<file path="config.mk">
export PLATFORM = sky130hd
export DESIGN_NAME = telemetry_link_codec_flat
export DESIGN_NICKNAME = d
export VERILOG_FILES = /design/src/rtl/telemetry_link_codec_if.sv /design/src/rtl/telemetry_link_codec.sv /design/src/flat_wrapper.sv
export SDC_FILE = /design/constraint.sdc
export NUM_CORES = 1
export LEC_CHECK = 0
export CORE_ASPECT_RATIO = 0.5
export CORE_MARGIN = 2
export CORE_UTILIZATION = 48
export CTS_CLUSTER_SIZE = 20
export DETAILED_ROUTE_END_ITERATION = 6
export PLACE_DENSITY = 0.86
export SLEW_MARGIN = 0
export SYNTH_ARGS = -nofsm -noshare
export SYNTH_HDL_FRONTEND = slang
export SYNTH_SLANG_ARGS = --single-unit
</file>
<file path="constraint.sdc">
create_clock -name clk -period 2.9 [get_ports clk]
set_input_delay 0.29 -clock clk [delete_from_list [all_inputs] [get_ports clk]]
set_output_delay 0.29 -clock clk [all_outputs]
set_load 0.05 [all_outputs]
</file>
<file path="src/rtl/telemetry_link_codec_if.sv">
// Link bundle for the telemetry codec: rx word strobe from the deserialiser
// and the valid/ready return-word channel toward the link transmitter.
interface telemetry_link_codec_if #(
    parameter int RX_W = 24,
    parameter int TX_W = 24
);
    logic [RX_W-1:0] rx_word;
    logic            rx_valid;
    logic [TX_W-1:0] tx_word;
    logic            tx_valid;
    logic            tx_ready;

    modport master (
        input  rx_word,
        input  rx_valid,
        input  tx_ready,
        output tx_word,
        output tx_valid
    );

    modport slave (
        output rx_word,
        output rx_valid,
        output tx_ready,
        input  tx_word,
        input  tx_valid
    );
endinterface

</file>
<file path="src/rtl/telemetry_link_codec.sv">
// Telemetry link codec: registered N-field rx unpacker with staleness
// tracking, and a change/refresh-driven {state,val} tx packer.
module telemetry_link_codec #(
    parameter int NUM_FIELDS     = 3,
    parameter int FIELD_W        = 8,
    parameter int STATE_W        = 3,
    parameter int VAL_W          = 10,
    parameter int TX_W           = 24,
    parameter int TIMEOUT_CYCLES = 1000000,
    parameter int REFRESH_CYCLES = 500000
) (
    input  logic                          clk,
    input  logic                          reset,
    telemetry_link_codec_if.master        link,
    output logic [NUM_FIELDS*FIELD_W-1:0] fields,
    output logic                          fields_valid,
    output logic                          stale,
    output logic [15:0]                   rx_count,
    input  logic [STATE_W-1:0]            state,
    input  logic [VAL_W-1:0]              val
);

    localparam int RX_W   = NUM_FIELDS * FIELD_W;
    localparam int CV_W   = STATE_W + VAL_W;
    localparam int IDLE_W = $clog2(TIMEOUT_CYCLES + 1);
    localparam int REF_W  = $clog2(REFRESH_CYCLES);

    localparam logic [IDLE_W-1:0] IDLE_MAX = IDLE_W'(TIMEOUT_CYCLES);
    localparam logic [REF_W-1:0]  REF_MAX  = REF_W'(REFRESH_CYCLES - 1);
    localparam logic [15:0]       CNT_MAX  = 16'hFFFF;

    typedef enum logic {
        TX_IDLE,
        TX_PEND
    } tx_state_e;

    logic [RX_W-1:0]   fields_q, fields_d;
    logic              fv_q, fv_d;
    logic              stale_q, stale_d;
    logic [IDLE_W-1:0] idle_q, idle_d;
    logic [15:0]       cnt_q, cnt_d;

    tx_state_e         tx_state_q, tx_state_d;
    logic [TX_W-1:0]   tx_word_q, tx_word_d;
    logic [CV_W-1:0]   last_q, last_d;
    logic [REF_W-1:0]  ref_q, ref_d;
    logic              force_q, force_d;

    logic [CV_W-1:0]   cur;
    logic              slot_free;
    logic              launch;

    // Rx side: latch strobed words, track idle time and sticky staleness.
    always_comb begin
        fields_d = fields_q;
        fv_d     = 1'b0;
        stale_d  = stale_q;
        idle_d   = idle_q;
        cnt_d    = cnt_q;
        if (link.rx_valid) begin
            fields_d = link.rx_word;
            fv_d     = 1'b1;
            stale_d  = 1'b0;
            idle_d   = '0;
            if (cnt_q != CNT_MAX) begin
                cnt_d = cnt_q + 16'd1;
            end
        end else begin
            if (idle_q != IDLE_MAX) begin
                idle_d = idle_q + IDLE_W'(1);
            end
            if (idle_d == IDLE_MAX) begin
                stale_d = 1'b1;
            end
        end
    end

    // Tx side: the slot frees on idle or handshake; launch on change/refresh.
    always_comb begin
        cur        = {state, val};
        tx_state_d = tx_state_q;
        tx_word_d  = tx_word_q;
        last_d     = last_q;
        ref_d      = ref_q;
        force_d    = force_q;
        slot_free  = 1'b0;

        unique case (tx_state_q)
            TX_IDLE: slot_free = 1'b1;
            TX_PEND: slot_free = link.tx_ready;
            default: slot_free = 1'b0;
        endcase

        launch = force_q || (cur != last_q) || (ref_q == REF_MAX);

        if (slot_free) begin
            if (launch) begin
                tx_state_d = TX_PEND;
                tx_word_d  = TX_W'(cur);
                last_d     = cur;
                ref_d      = '0;
                force_d    = 1'b0;
            end else begin
                tx_state_d = TX_IDLE;
                if (ref_q != REF_MAX) begin
                    ref_d = ref_q + REF_W'(1);
                end
            end
        end
    end

    always_ff @(posedge clk) begin
        if (reset) begin
            fields_q   <= '0;
            fv_q       <= 1'b0;
            stale_q    <= 1'b1;
            idle_q     <= '0;
            cnt_q      <= '0;
            tx_state_q <= TX_IDLE;
            tx_word_q  <= '0;
            last_q     <= '0;
            ref_q      <= '0;
            force_q    <= 1'b1;
        end else begin
            fields_q   <= fields_d;
            fv_q       <= fv_d;
            stale_q    <= stale_d;
            idle_q     <= idle_d;
            cnt_q      <= cnt_d;
            tx_state_q <= tx_state_d;
            tx_word_q  <= tx_word_d;
            last_q     <= last_d;
            ref_q      <= ref_d;
            force_q    <= force_d;
        end
    end

    assign fields        = fields_q;
    assign fields_valid  = fv_q;
    assign stale         = stale_q;
    assign rx_count      = cnt_q;
    assign link.tx_word  = tx_word_q;
    assign link.tx_valid = (tx_state_q == TX_PEND);

endmodule
</file>
<file path="src/flat_wrapper.sv">
// flat-port wrapper written by rule: the top's interface ports become plain ports
module telemetry_link_codec_flat 
#(
    parameter int NUM_FIELDS     = 3,
    parameter int FIELD_W        = 8,
    parameter int STATE_W        = 3,
    parameter int VAL_W          = 10,
    parameter int TX_W           = 24,
    parameter int TIMEOUT_CYCLES = 1000000,
    parameter int REFRESH_CYCLES = 500000
)
  (clk, reset, fields, fields_valid, stale, rx_count, state, val, link_rx_word, link_rx_valid, link_tx_ready, link_tx_word, link_tx_valid);
  telemetry_link_codec_if #(.TX_W(TX_W)) link_i ();
  input  logic clk;
  input  logic reset;
  output logic [NUM_FIELDS*FIELD_W-1:0] fields;
  output logic fields_valid;
  output logic stale;
  output logic [15:0] rx_count;
  input  logic [STATE_W-1:0] state;
  input  logic [VAL_W-1:0] val;
  input wire logic [$bits(link_i.rx_word)-1:0] link_rx_word;
  input wire logic [$bits(link_i.rx_valid)-1:0] link_rx_valid;
  input wire logic [$bits(link_i.tx_ready)-1:0] link_tx_ready;
  output wire logic [$bits(link_i.tx_word)-1:0] link_tx_word;
  output wire logic [$bits(link_i.tx_valid)-1:0] link_tx_valid;
  assign link_i.rx_word = link_rx_word;
  assign link_i.rx_valid = link_rx_valid;
  assign link_i.tx_ready = link_tx_ready;
  assign link_tx_word = link_i.tx_word;
  assign link_tx_valid = link_i.tx_valid;
  telemetry_link_codec #(.NUM_FIELDS(NUM_FIELDS), .FIELD_W(FIELD_W), .STATE_W(STATE_W), .VAL_W(VAL_W), .TX_W(TX_W), .TIMEOUT_CYCLES(TIMEOUT_CYCLES), .REFRESH_CYCLES(REFRESH_CYCLES)) u_core (.clk(clk), .reset(reset), .link(link_i), .fields(fields), .fields_valid(fields_valid), .stale(stale), .rx_count(rx_count), .state(state), .val(val));
endmodule
</file>
== Yosys cells after proc, flatten, opt, wreduce, memory -nomap -nowiden ==
Cells that the tools add are included.

* Register bits after elaboration: 96
* Input port bits: 41
* Output and inout port bits: 67
* Logic and storage cells: 36

* Add/sub/neg operators: 3
* Equal/unequal tests: 6
* Multiplexer cells: 9
* Bitwise gates (word level): 1
* Reductions and logical operators: 8

{| class="wikitable"
|+ Operators by type and width
! kind !! number
|-
| $mux W20 || 2
|-
| $mux W19 || 2
|-
| $add A20 B1 Y20 const B || 1
|-
| $eq A20 B20 Y1 const B || 1
|-
| $ne A20 B20 Y1 const B || 1
|-
| $add A19 B1 Y19 const B || 1
|-
| $eq A19 B19 Y1 const B || 1
|-
| $ne A19 B19 Y1 const B || 1
|-
| $add A16 B1 Y16 const B || 1
|-
| $ne A16 B16 Y1 const B || 1
|-
| $ne A13 B13 Y1 || 1
|-
| $reduce_and A2 Y1 || 3
|-
| $mux W1 || 4
|-
| $reduce_bool A2 Y1 || 2
|-
| $logic_or A1 B1 Y1 || 2
|-
| $pmux W1 S2 || 1
|-
| $reduce_or A2 Y1 || 1
|-
| $not A1 Y1 || 1
|}

== Depth between registers and ports, before layout ==
* Depth in word-level cells: 6
* Depth in mapped cells: 9

== Worst setup path before layout ==
No wires, ideal clock.

* Path type: register to register
* From: reg u_core.last_q[0]
* To: reg u_core.last_q[5]
* Library setup time: 128 ps
* Arrival time: 2000 ps
* Data required time: 2772 ps
* Path slack: 773 ps
* Stages on the path, launching flop included: 8
* Clock period less this slack: 2127 ps
* Path through: dfxtp_1 > xnor2_1 > nand4_1 > a2111o_1 > o21ai_2 > buf_6 > mux2i_1 > nor2_1

* Word-level cells in the longest chain between the ends: 4

{| class="wikitable"
|+ RTL lines
! item !! RTL line !! source
|-
| start, declared || telemetry_link_codec.sv:45 || <nowiki>logic [CV_W-1:0] last_q, last_d;</nowiki>
|-
| start signal, assigned || telemetry_link_codec.sv:132 || <nowiki>last_q <= last_d;</nowiki>
|-
| $ne A13 B13 Y1 || telemetry_link_codec.sv:94 || <nowiki>launch = force_q || (cur != last_q) || (ref_q == REF_MAX);</nowiki>
|-
| $logic_or A1 B1 Y1 (2 in series) || telemetry_link_codec.sv:94 ||
|-
| $reduce_and A2 Y1 (no line) || n/a ||
|}

No other way between the ends.
A chain may end at the register's enable or synchronous reset.

== Worst setup path in the final report ==
* From: reg u_core.idle_q[0]
* To: reg u_core.stale_q (netlist: u_core.stale)

* Word-level cells in the longest chain between the ends: 5
* Elaborated cells between the ends (all ways): 6
* Those cells by class: 1 x add/sub; 2 x eq/ne; 2 x mux; 1 x reduce/logical

{| class="wikitable"
|+ RTL lines
! item !! RTL line !! source
|-
| start, declared || telemetry_link_codec.sv:40 || <nowiki>logic [IDLE_W-1:0] idle_q, idle_d;</nowiki>
|-
| start signal, assigned || telemetry_link_codec.sv:128 || <nowiki>idle_q <= idle_d;</nowiki>
|-
| $add A20 B1 Y20 / $ne A20 B20 Y1 (equally long branches) || telemetry_link_codec.sv:70, telemetry_link_codec.sv:69 ||
|-
| $mux W20 * || telemetry_link_codec.sv:69 || <nowiki>if (idle_q != IDLE_MAX) begin</nowiki>
|-
| $mux W20 * || telemetry_link_codec.sv:60 || <nowiki>if (link.rx_valid) begin</nowiki>
|-
| $eq A20 B20 Y1 * || telemetry_link_codec.sv:72 || <nowiki>if (idle_d == IDLE_MAX) begin</nowiki>
|-
| $reduce_bool A2 Y1 (no line) * || n/a ||
|-
| end signal, assigned || telemetry_link_codec.sv:127 || <nowiki>stale_q <= stale_d;</nowiki>
|-
| end, declared || telemetry_link_codec.sv:39 || <nowiki>logic stale_q, stale_d;</nowiki>
|}

Mark *: on every way between the ends. The rest lies on a longest branch, timed or not. The select of a mux whose other input is x is not followed.

==> reports/results.txt <==
status: finished, final reports clean
non-filler cells, final: 704
Final min period: 2.30 ns
Synth Instances: 491
worst path bufs/invs: 1
GRT Util Overall: 19.7%
Power Dens Cells: 519 nW/µm²
initial antenna violation count: 0
pin slew with the least headroom to its limit: 0.554 ns
final hold slack: 0.352 ns
RSZ-0062 raised after global routing: no
# hold bufs at CTS: 0
Cell Area, Synth: 4400 µm²
Setup Crit Path Kind: flip-flop to flip-flop
grt ovf: 0
fmax: 435 MHz
CTS Buf Count: 9
Fin. Hold Viols: 0
Final Setup Violations: 0
Leak: 2.10 nW
Routed Antenna Nets: 0
r2r startpoint: u_core.idle_q[0]
VDD IR-drop max: 366 µV
chip width: 139 µm
Tot Pwr: 0.00295 W
slowest cell on the critical path: dfxtp_1
Antenna Cells: 0
Worst R2R Path Depth: 8
clk_lat worst skew: 0.34 ns
Crit path max-delay family: simple AND/OR/NAND/NOR gates
number of flops mapped to enable cells by yosys: 0
vias per cell: 5.12
Distinct cells, synth: 51
Die ar.: 9990 µm²
PostCTS Resize Cnt: 0
num rows: 24
Max Cap Viol: 0
Critical Path RT: 3.17 ns
worst stage delay on the critical path: 0.44 ns
DRT iter0 DRCs: 214
DP HPWL: 6810 µm
H-tree Lvls: 3
CP Capture Point: u_core.stale
Die H: 71.7 µm
Worst Setup End Kind: flip-flop
biggest area contributors in the synthesized netlist: dfxtp_1 44%, mux2i_1 9.3%, nor2_1 9.1%, xor2_1 7.2%, xnor2_1 4.8%
CORE AREA: 8800 µm²
share of the synthesized area in the top cell type: 43.7%
CP startpoint: u_core.idle_q[0]
Initial Utilization: 50.0%
largest net degree at the start of global routing: 41
number of global-route vias before repair: 3511
crit path DAT: 2.57 ns
crit path max fanout: 10
Post-CTS Repair Setup Buffers: 0
crit-path cells: ha_1 -> nand2_1 -> nor4_2 -> buf_4 -> mux2i_1 -> a21oi_1 -> a211o_1 -> o21ai_1
layout cells sized above 1: 5.62%
CTS Sinks: 96
register area share after synthesis: 43.7%
R2R Path End: u_core.stale
Top FF cell, synth: dfxtp_1
Longest Clk Path Bufs: 2
Hold Crit Class: primary input to flip-flop
first-pass GRT wire length: 16000 µm
Placed Cells: 688
Fin Clk Skew: 0.00574 ns
Synth area leader: dfxtp_1
Routed WL: 9600 µm
Syn Area/Cell: 8.96 µm²
Final TNS setup: 0 ns
Final #Nets: 627
total number of vias: 3602
final core area utilization: 64.6%
Max Slew Vio Count: 0
io pins: 108
Slew HR: 62.7%
synth warn: 0
fin crit share: 79.2%
CTS tree: yes
WL/cell: 13.6 µm
TritonRoute pass-1 iters: 4
fraction of registers with async set/reset: 0%
drt drc: 0
CP Launch Type: flip-flop
FF-to-FF setup slack: 0.60 ns
PortBufs: 96
Yosys reg bits: 96
Area Growth Syn to Fin: 29.2%
clk slew on worst S/H paths: 0.06 ns
root buf cell: clkbuf_16
Crit path depth: 8
placer congestion estimate: 0.835
metal layers:
layer | GRT usage, % | vias to the layer above | wire length, µm | part of all wire [%]
met5 | 0 | - | 0 | 0
met4 | 6.96 | 0 | 138 | 1.4
met2 | 35.5 | 67 | 4880 | 51
li1 | - | 1819 | - | -
met3 | 4.81 | 12 | 328 | 3.4
met1 | 23.2 | 1704 | 4250 | 44
synthesized netlist by cell type, types with 6 or more instances:
cell type / n
nor2_1: 107
clkbuf_1: 13
xor2_1: 36
nand4_1: 10
nand3_1: 25
xnor2_1: 24
inv_1: 7
and4_1: 6
nand2_1: 24
nor4_1: 9
and3_1: 8
dfxtp_1: 96
buf_4: 12
a21oi_1: 9
mux2i_1: 41
logic make-up after synthesis:
| kind of cell | count (synthesis) | share of synthesized area [%] |
|---|---|---|
| multiplexers | 42 | 9.59 |
| AND/OR/NAND/NOR | 222 | 24.6 |
| XOR/XNOR | 60 | 11.9 |
| flip-flops | 96 | 43.7 |
| other | 1 | 0.0853 |
| adder cells (fa/ha/maj) | 4 | 1.14 |
| buffers and inverters | 38 | 4.67 |
| AO/OA/AOI/OAI | 28 | 4.30 |
registers in the layout, summed over array words and instances (netlist names):
register	count
u_core.fields_valid	1
u_core.idle_q	20
u_core.rx_count	16
u_core.stale	1
u_core.last_q	13
u_core.ref_q	19
u_core.force_q	1
u_core.link.tx_valid	1
u_core.fields	24
metrics by stage:
step	cell area [µm²]	setup WS [ns]
6_report	5680	0.603
5_1_grt	5680	0.405
4_1_cts	5680	0.626
3_5_place_dp	5400	0.396
3_3_place_gp	5400	0.458
2_1_floorplan	4440	0.773
layout make-up:
| class | count | area, µm² |
|---|---|---|
| clock buffer | 9 | 225 |
| sequential | 96 | 1920 |
| tap | 117 | 146 |
| fill | 713 | 3110 |
| multi-input combinational | 367 | 2310 |
| timing repair buffer | 101 | 993 |
| clock inverter | 7 | 62.6 |
| inverter | 7 | 26.3 |
layout by cell type, fill, tap and decap left out, drive strengths merged, types with 11 or more instances in the layout:
cell / instances
conb: 11
nor2: 107
nand2: 24
clkdlybuf4s50: 95
mux2i: 41
xnor2: 24
xor2: 36
dfxtp: 96
nand3: 26
worst reg2reg max path, cell delays in order (launching register included):
cell and delay, ns:
dfxtp_1 0.44, ha_1 0.29, nand2_1 0.26, nor4_2 0.39, buf_4 0.21, mux2i_1 0.19, a21oi_1 0.09, a211o_1 0.24
o21ai_1 0.12
how the worst min path moves through the flow:
stage                   startpoint                 to  slack, ns  cells past startpoint
finish                       reset    u_core.ref_q[1]       0.35                      2
global route                 reset  u_core.last_q[10]       0.37                      2
CTS                          reset   u_core.last_q[9]       0.35                      2
detailed placement  u_core.force_q     u_core.force_q       0.44                      1
global placement    u_core.force_q     u_core.force_q       0.44                      1
floorplan           u_core.force_q     u_core.force_q       0.43                      1
where the power goes:
part	leakage, nW	switching [W]	internal (W)
combinational	1.17	0.000258	0.000160
clock	0.145	0.000485	0.000660
sequential	0.783	0.0000289	0.00136
total	2.10	0.000771	0.00218
(Power assumes the default switching activity.)
